**src/rtl/trig_debounce_pkg.sv**
```systemverilog
// Shared definitions for the trigger debounce / edge-qualify stage:
// FSM state encoding and edge-select constants.
package trig_debounce_pkg;

  typedef enum logic [1:0] {
    ST_IDLE    = 2'd0,
    ST_ARMED   = 2'd1,
    ST_HOLDOFF = 2'd2
  } state_t;

  localparam logic EDGE_RISE = 1'b0;
  localparam logic EDGE_FALL = 1'b1;

endpackage

```
**src/rtl/deb_filter.sv**
```systemverilog
// Debounce filter: accepts a level change only after it has been held for
// cfg_deb_i+1 consecutive samples; flags the cycle the accepted level flips.
module deb_filter #(
  parameter int CW = 20
) (
  input  logic          clk_i,
  input  logic          rst_i,
  input  logic          sig_i,
  input  logic [CW-1:0] cfg_deb_i,
  output logic          lvl_o,
  output logic          tgl_o,
  output logic          dir_o
);

  logic [CW-1:0] cnt_q;

  // Strobe is combinational so the downstream trigger register fires on the
  // same edge that updates lvl_o; dir_o is the level being accepted.
  assign tgl_o = (sig_i != lvl_o) && (cnt_q >= cfg_deb_i);
  assign dir_o = sig_i;

  // NOTE: non-blocking assignments for all registered state, so every flop
  // samples pre-edge values regardless of statement order.
  always_ff @(posedge clk_i or posedge rst_i) begin
    if (rst_i) begin
      cnt_q <= '0;
      lvl_o <= 1'b0;
    end else if (sig_i == lvl_o) begin
      cnt_q <= '0;
    end else if (tgl_o) begin
      lvl_o <= sig_i;
      cnt_q <= '0;
    end else begin
      cnt_q <= cnt_q + 1'b1;
    end
  end

endmodule

```
**src/rtl/trig_debounce.sv**
```systemverilog
// Trigger debounce and edge qualification with programmable hold-off and a
// saturating count of qualifying edges dropped during hold-off.
module trig_debounce
  import trig_debounce_pkg::*;
#(
  parameter int CW = 20,
  parameter int MW = 16
) (
  input  logic          clk_i,
  input  logic          rst_i,
  input  logic          sig_i,
  input  logic          cfg_en_i,
  input  logic          cfg_edge_i,
  input  logic [CW-1:0] cfg_deb_i,
  input  logic [CW-1:0] cfg_holdoff_i,
  input  logic          cnt_clr_i,
  output logic          lvl_o,
  output logic          trig_o,
  output logic [MW-1:0] miss_cnt_o
);

  state_t        state_q, state_d;
  logic [CW-1:0] hcnt_q;
  logic [MW-1:0] miss_q;
  logic          trig_q;
  logic          tgl, dir, qe;
  logic          fire, miss_hit;

  deb_filter #(.CW(CW)) u_deb (
    .clk_i     (clk_i),
    .rst_i     (rst_i),
    .sig_i     (sig_i),
    .cfg_deb_i (cfg_deb_i),
    .lvl_o     (lvl_o),
    .tgl_o     (tgl),
    .dir_o     (dir)
  );

  assign qe = tgl & (((cfg_edge_i == EDGE_RISE) & dir) |
                     ((cfg_edge_i == EDGE_FALL) & ~dir));

  always_ff @(posedge clk_i or posedge rst_i) begin
    if (rst_i) state_q <= ST_IDLE;
    else       state_q <= state_d;
  end

  // NOTE: default assignment first so no path through the block infers a latch.
  always_comb begin
    state_d = state_q;
    if (!cfg_en_i) begin
      state_d = ST_IDLE;
    end else begin
      unique case (state_q)
        ST_IDLE:    state_d = ST_ARMED;
        ST_ARMED:   if (qe && (cfg_holdoff_i != '0)) state_d = ST_HOLDOFF;
        ST_HOLDOFF: if (hcnt_q == CW'(1)) state_d = ST_ARMED;
        default:    state_d = ST_IDLE;
      endcase
    end
  end

  // Disable wins over a coincident edge: nothing fires or counts that cycle.
  always_comb begin
    fire     = 1'b0;
    miss_hit = 1'b0;
    if (cfg_en_i && qe) begin
      fire     = (state_q == ST_ARMED);
      miss_hit = (state_q == ST_HOLDOFF);
    end
  end

  always_ff @(posedge clk_i or posedge rst_i) begin
    if (rst_i) begin
      trig_q <= 1'b0;
      hcnt_q <= '0;
      miss_q <= '0;
    end else begin
      trig_q <= fire;
      if (fire)
        hcnt_q <= cfg_holdoff_i;
      else if ((state_q == ST_HOLDOFF) && (hcnt_q != '0))
        hcnt_q <= hcnt_q - 1'b1;
      if (cnt_clr_i)
        miss_q <= '0;
      else if (miss_hit && (miss_q != {MW{1'b1}}))
        miss_q <= miss_q + 1'b1;
    end
  end

  assign trig_o     = trig_q;
  assign miss_cnt_o = miss_q;

endmodule

```
**config.mk**
```make
export PLATFORM = sky130hd
export DESIGN_NAME = trig_debounce
export DESIGN_NICKNAME = d
export VERILOG_FILES = /design/src/rtl/trig_debounce_pkg.sv /design/src/rtl/deb_filter.sv /design/src/rtl/trig_debounce.sv
export SDC_FILE = /design/constraint.sdc
export NUM_CORES = 1
export LEC_CHECK = 0
export BUFFER_PORTS_ARGS = -buffer_cell sky130_fd_sc_hd__clkbuf_2
export CORE_ASPECT_RATIO = 1.4
export CORE_UTILIZATION = 40
export DETAILED_ROUTE_END_ITERATION = 10
export SYNTH_ARGS = -nofsm -noshare
export SYNTH_HDL_FRONTEND = slang
export SYNTH_SLANG_ARGS = --single-unit
```
**constraint.sdc**
```tcl
create_clock -name clk_i -period 6.14 [get_ports clk_i]
set_clock_uncertainty 0.2 [all_clocks]
set_input_delay 0.614 -clock clk_i [delete_from_list [all_inputs] [get_ports clk_i]]
set_output_delay 0.614 -clock clk_i [all_outputs]
set_load 0.01 [all_outputs]
```
* Word-level counts from Yosys, hierarchy flattened
Index checks and enable logic that the tools add are counted.
Word-level totals: flip-flop bits (word level) 60, input bits 46, output and inout bits 18
Cells by class: $add $sub $neg 3, $lt $le $gt $ge 1, equality and inequality tests 8, mux-type cells 12, bitwise operators 7, reductions and logical operators 12
Operators by type and width (count):
- $mux 20 | 4
- $reduce_bool 20->1 | 2
- $mux 16 | 2
- $add 20x1->20 const B | 1
- $eq 20x1->1 const B | 1
- $ge 20x20->1 | 1
- $sub 20x1->20 const B | 1
- $add 16x1->16 const B | 1
- $ne 16x16->1 const B | 1
- $mux 2 | 3
- $ne 3x3->1 const B | 2
- $pmux 2 s3 | 1
- $logic_and 1x1->1 | 5
- $reduce_and 2->1 | 2
- $reduce_bool 2->1 | 2
- $and 1x1->1 | 3
- $not 1->1 | 3
- $eq 2x1->1 const B | 1
- $eq 2x2->1 const B | 1
- $logic_not 2->1 | 1
- $mux 1 | 2
- $eq 1x1->1 | 1
- $ne 1x1->1 | 1
- $or 1x1->1 | 1

* Logic depth before layout (Yosys ltp)
word-level depth 9, gate-level depth with buffers 11, depth with buffers taken out 9

* By module
Synthesis repeated with hierarchy kept, for this count alone.
Second synthesis, totals: cell total of the unflattened synthesis 420, area total of the unflattened synthesis 3804.9 um2
By module, submodules not included:
- trig_debounce | instances 1, cells an instance 247, area each 2301.0 um2, seq. area each 975.9 um2
- deb_filter | instances 1, cells an instance 173, area each 1503.9 um2, seq. area each 525.5 um2

* Worst setup path after synthesis
Ideal clock, no wire load.
path type input -> register, start point in cfg_deb_i[18], end point reg miss_q[0] (netlist: miss_cnt_o[0]), library setup time 0.125 ns, arrival 2.656 ns, setup slack 3.159 ns, stages on the path 10, cells stage by stage inv_1 > ha_1 > nand4_1 > nor4_1 > nand3b_1 > and4_1 > clkbuf_1 > buf_2 > nor3b_1 > mux2_2
Between the ends: cells in the longest elaborated chain, start to end 7
Ends and longest elaborated chain:
- start, declared | RTL line trig_debounce.sv:14 | input logic [CW-1:0] cfg_deb_i,
- $ge 20x20->1 | RTL line deb_filter.sv:19 | assign tgl_o = (sig_i != lvl_o) && (cnt_q >= cfg_deb_i);
- $logic_and 1x1->1 | RTL line deb_filter.sv:19
- $and 1x1->1 | RTL line trig_debounce.sv:39 | assign qe = tgl & (((cfg_edge_i == EDGE_RISE) & dir) |
- $logic_and 1x1->1 | RTL line trig_debounce.sv:66 | if (cfg_en_i && qe) begin
- $mux 1 | RTL line trig_debounce.sv:66
- $logic_and 1x1->1 | RTL line trig_debounce.sv:85 | else if (miss_hit && (miss_q != {MW{1'b1}}))
- $reduce_bool 2->1 (no line)
- end signal, assigned | RTL line trig_debounce.sv:86 | miss_q <= miss_q + 1'b1;
- end, declared | RTL line trig_debounce.sv:24 | logic [MW-1:0] miss_q;
No other way between the ends. A chain may end at the register's enable or synchronous reset.

* Worst setup path after layout
start point reg u_deb.cnt_q[0], end point reg u_deb.cnt_q[6]
Between the ends: cells in the longest elaborated chain, start to end 4
Ends and longest elaborated chain:
- start, declared | RTL line deb_filter.sv:15 | logic [CW-1:0] cnt_q;
- start signal, assigned | RTL line deb_filter.sv:34 | cnt_q <= cnt_q + 1'b1;
- $ge 20x20->1 | RTL line deb_filter.sv:19
- $logic_and 1x1->1 | RTL line deb_filter.sv:19
- $mux 20 (*) | RTL line deb_filter.sv:30 | end else if (tgl_o) begin
- $mux 20 (*) | RTL line deb_filter.sv:28 | end else if (sig_i == lvl_o) begin
Every way passes the cells marked *; elsewhere a longest branch is shown, timed or not.

==> impl_metrics.yaml <==
status:
  outcome: "complete, no violations"
synthesis:
  yosys.area.top_type_share: 0.3882
  yosysTopAreaCell: "dfrtp_1"
  synth_edf_count: 0
  yosysSeqAreaShare: 0.3882
  synth-warning-count: 0
  synthCells: 430
  synth.area.top_cells: "dfrtp_1, ha_1, nor2_1"
  syn_area_per_cell_sq_um: 8.994
  synthTopCellsByCount: "dfrtp_1, nor2_1, inv_1"
  async_reset_ff_frac: 1.000
  synth.distinct_cells: 50
  synth.most_common_cell: "dfrtp_1"
  synthesis.nets: 500
  synth_area_sq_mm: 0.003867
  ys_ff_latch: 60
  synth-main-ff-cell: "dfrtp_1"
clock_tree:
  cts.clk_slew.worst_paths_ns: 0.05
  cts_tree: "done"
  cts_buffers: 9
  htree_levels: 3
  cts_hold_buffers: 0
  cts_buffer_depth: 2
  clock-root-buffer: "clkbuf_16"
  post_cts_resized: 0
  clkLatencyLatePin_ns: 0.33
  clock-sinks: 60
  post_cts_buffers: 0
routing:
  met3WireLength_microns: 299
  drt_iter0_markers: 89
  wl_met1_microns: 3968
  routed-wl-met2_microns: 4401
  routed_via_density: 5.557
  vias: 3362
  drc: 0
  drt-pass1-iter-count: 5
  ant_nets: 0
  totalWireLength_microns: 8951
  wl_per_cell_microns: 14.80
  top_layer_used: "met4"
floorplan:
  fp.dieH_microns: 118.3
  coreArea_sq_mm: 0.009407
  rows: 42
  die_area_sq_mm: 0.01007
  initial_core_util: 0.4111
  die_w_microns: 85.11
  io_pins: 64
worst_setup_path:
  critPathMaxFanout: 26
  path_delay_family: "simple AND/OR/NAND/NOR gates"
  crit_required_ns: 6.18
  crit_type: "flip-flop to flip-flop"
  start_kind: "flip-flop"
  crit_buf_inv: 1
  worstPathArrival_ns: 3.36
  cp-end-kind: "flip-flop"
  max_stage_delay_ns: 0.75
  path_cells: "inv_1 > ha_1 > nand2b_1 > a2111oi_0 > nand3b_1 > and4_1 > nand2_1 > nor2_1"
  cp_slowest_cell: "and4_1"
global_routing:
  grt_max_degree: 61
  grt_use_total: 0.1902
  antenna_found_initial: 0
  first_global_vias: 3194
  grt_pass1_wl_microns: 15000
  grt_remaining_overflow: 0
sta:
  finalCritPeriodShare: 0.5407
  slew_headroom: 0.4456
  max_freq_ghz: 0.3012
  fin_setup_tns_ns: 0
  rsz0062_at_grt: "no"
  tightest_slew_ns: 0.8316
  finalHoldViolations: 0
  setup_violations: 0
  min_period_ns: 3.320
  slew_viol_final: 0
power_and_ir_drop:
  finalPower_mw: 1.065
  power_density_mw_per_mm2: 232.3
  power_leakage_nw: 2.084
  peakVddDrop_mv: 0.1644
finish:
  drive_gt1_frac: 0.2061
  postLayoutCoreUtil: 0.4874
  final_nets: 560
  syn_to_final_growth_pct: 18.54
  num_antenna_cells: 0
worst_hold_path:
  hp-class: "input port to asynchronous set/reset pin"
flow_run:
  maxCapViolCount: 0
placement:
  gp_congestion: 0.8456
  dp_hpwl_microns: 6455
  numPortBuffers: 63
==> stage by stage <==
step / setup WS [ns] / hold slack [ns] / area, sq um / cells
final: 2.820 / 0.2731 / 4584 / 605
after CTS: 2.746 / 0.3215 / 4584 / 605
after global placement: 2.615 / 0.3054 / 4267 / 589
after global routing: 2.413 / 0.3420 / 4584 / 605
after detailed placement: 2.506 / 0.3144 / 4267 / 589
after floorplan: 3.159 / 0.2666 / 3867 / 430
==> worst paths after layout <==
check | end | start | slack, ns | cells past startpoint
worst max-delay path | u_deb.cnt_q[6] | u_deb.cnt_q[0] | 2.82 | 8
worst min-delay path | u_deb.cnt_q[17] | rst_i | 0.27 | 3
worst max register to register | u_deb.cnt_q[6] | u_deb.cnt_q[0] | 2.82 | 8
worst min register to register | u_deb.cnt_q[0] | u_deb.cnt_q[0] | 0.32 | 1
max in group asynchronous | hcnt_q[2] | rst_i | 4.92 | 3
min in group clk_i | u_deb.cnt_q[0] | u_deb.cnt_q[0] | 0.32 | 1
==> power breakdown <==
group | switching (mW) | leakage [nW] | internal (mW)
Clock | 0.174 | 0.159 | 0.364
Combinational | 0.0554 | 1.16 | 0.0408
Sequential | 0.0200 | 0.768 | 0.411
==> flip-flops by register name, summed over array words and instances, names as in the netlist <==
register and cells:
hcnt_q 20, u_deb.cnt_q 20, miss_cnt_o 16, state_q 2, trig_o 1, u_deb.lvl_o 1
==> per-layer routing <==
metal  up-vias  track usage
met5         -            0
met1      1597       0.2378
met4         0      0.09534
met2        73       0.3100
met3        16      0.03771
li1       1676            -
==> tightest hold or removal path, delay by kind of cell <==
family	cells	cell delay [ns]
buf+inv	3	0.71
==> kinds of logic (layout without fill, tap and decap cells) <==
kind of cell    count (synthesis)  after routing  share of synthesized area
compound gates                 66             66                     0.1084
xor+xnor                       29             29                    0.06567
fa+ha+maj                      24             24                    0.07765
buf+inv                        49            114                    0.04982
flops                          60             60                     0.3882
mux                            16             16                    0.04659
simple gates                  186            186                     0.2637
==> cell type report <==
class                      instances  area (sq um)
tap                              110         137.6
clock buffer                      11         242.7
multi-input combinational        321          2173
inverter                          33         123.9
timing repair buffer              65         330.3
fill                             927          4822
clock inverter                     5         75.07
sequential                        60          1501
==> cell usage in the layout, fill, tap and decap left out, types with 2 or more instances in the layout <==
master     instances
or4_4              2
mux2i_1            3
nand3_1           22
a21oi_1           19
buf_4              2
xnor2_1           17
nor4_1            14
xor2_1            12
a31oi_1            5
and3_1             6
o41ai_1            2
nor2_1            41
nand3b_1           3
o31ai_1           10
clkbuf_16          9
and2_1             2
or4_1              9
nand4_1           15
nor2b_1            8
bufinv_16          2
inv_1             32
dfrtp_1           60
clkbuf_2          63
clkinv_2           3
ha_1              24
o211ai_1           2
nand2_1           30
nand2b_1           7
o21ai_0           18
mux2_2            12
and4_1             6
nor3_1            12
Power figures use the tool's default switching activity.
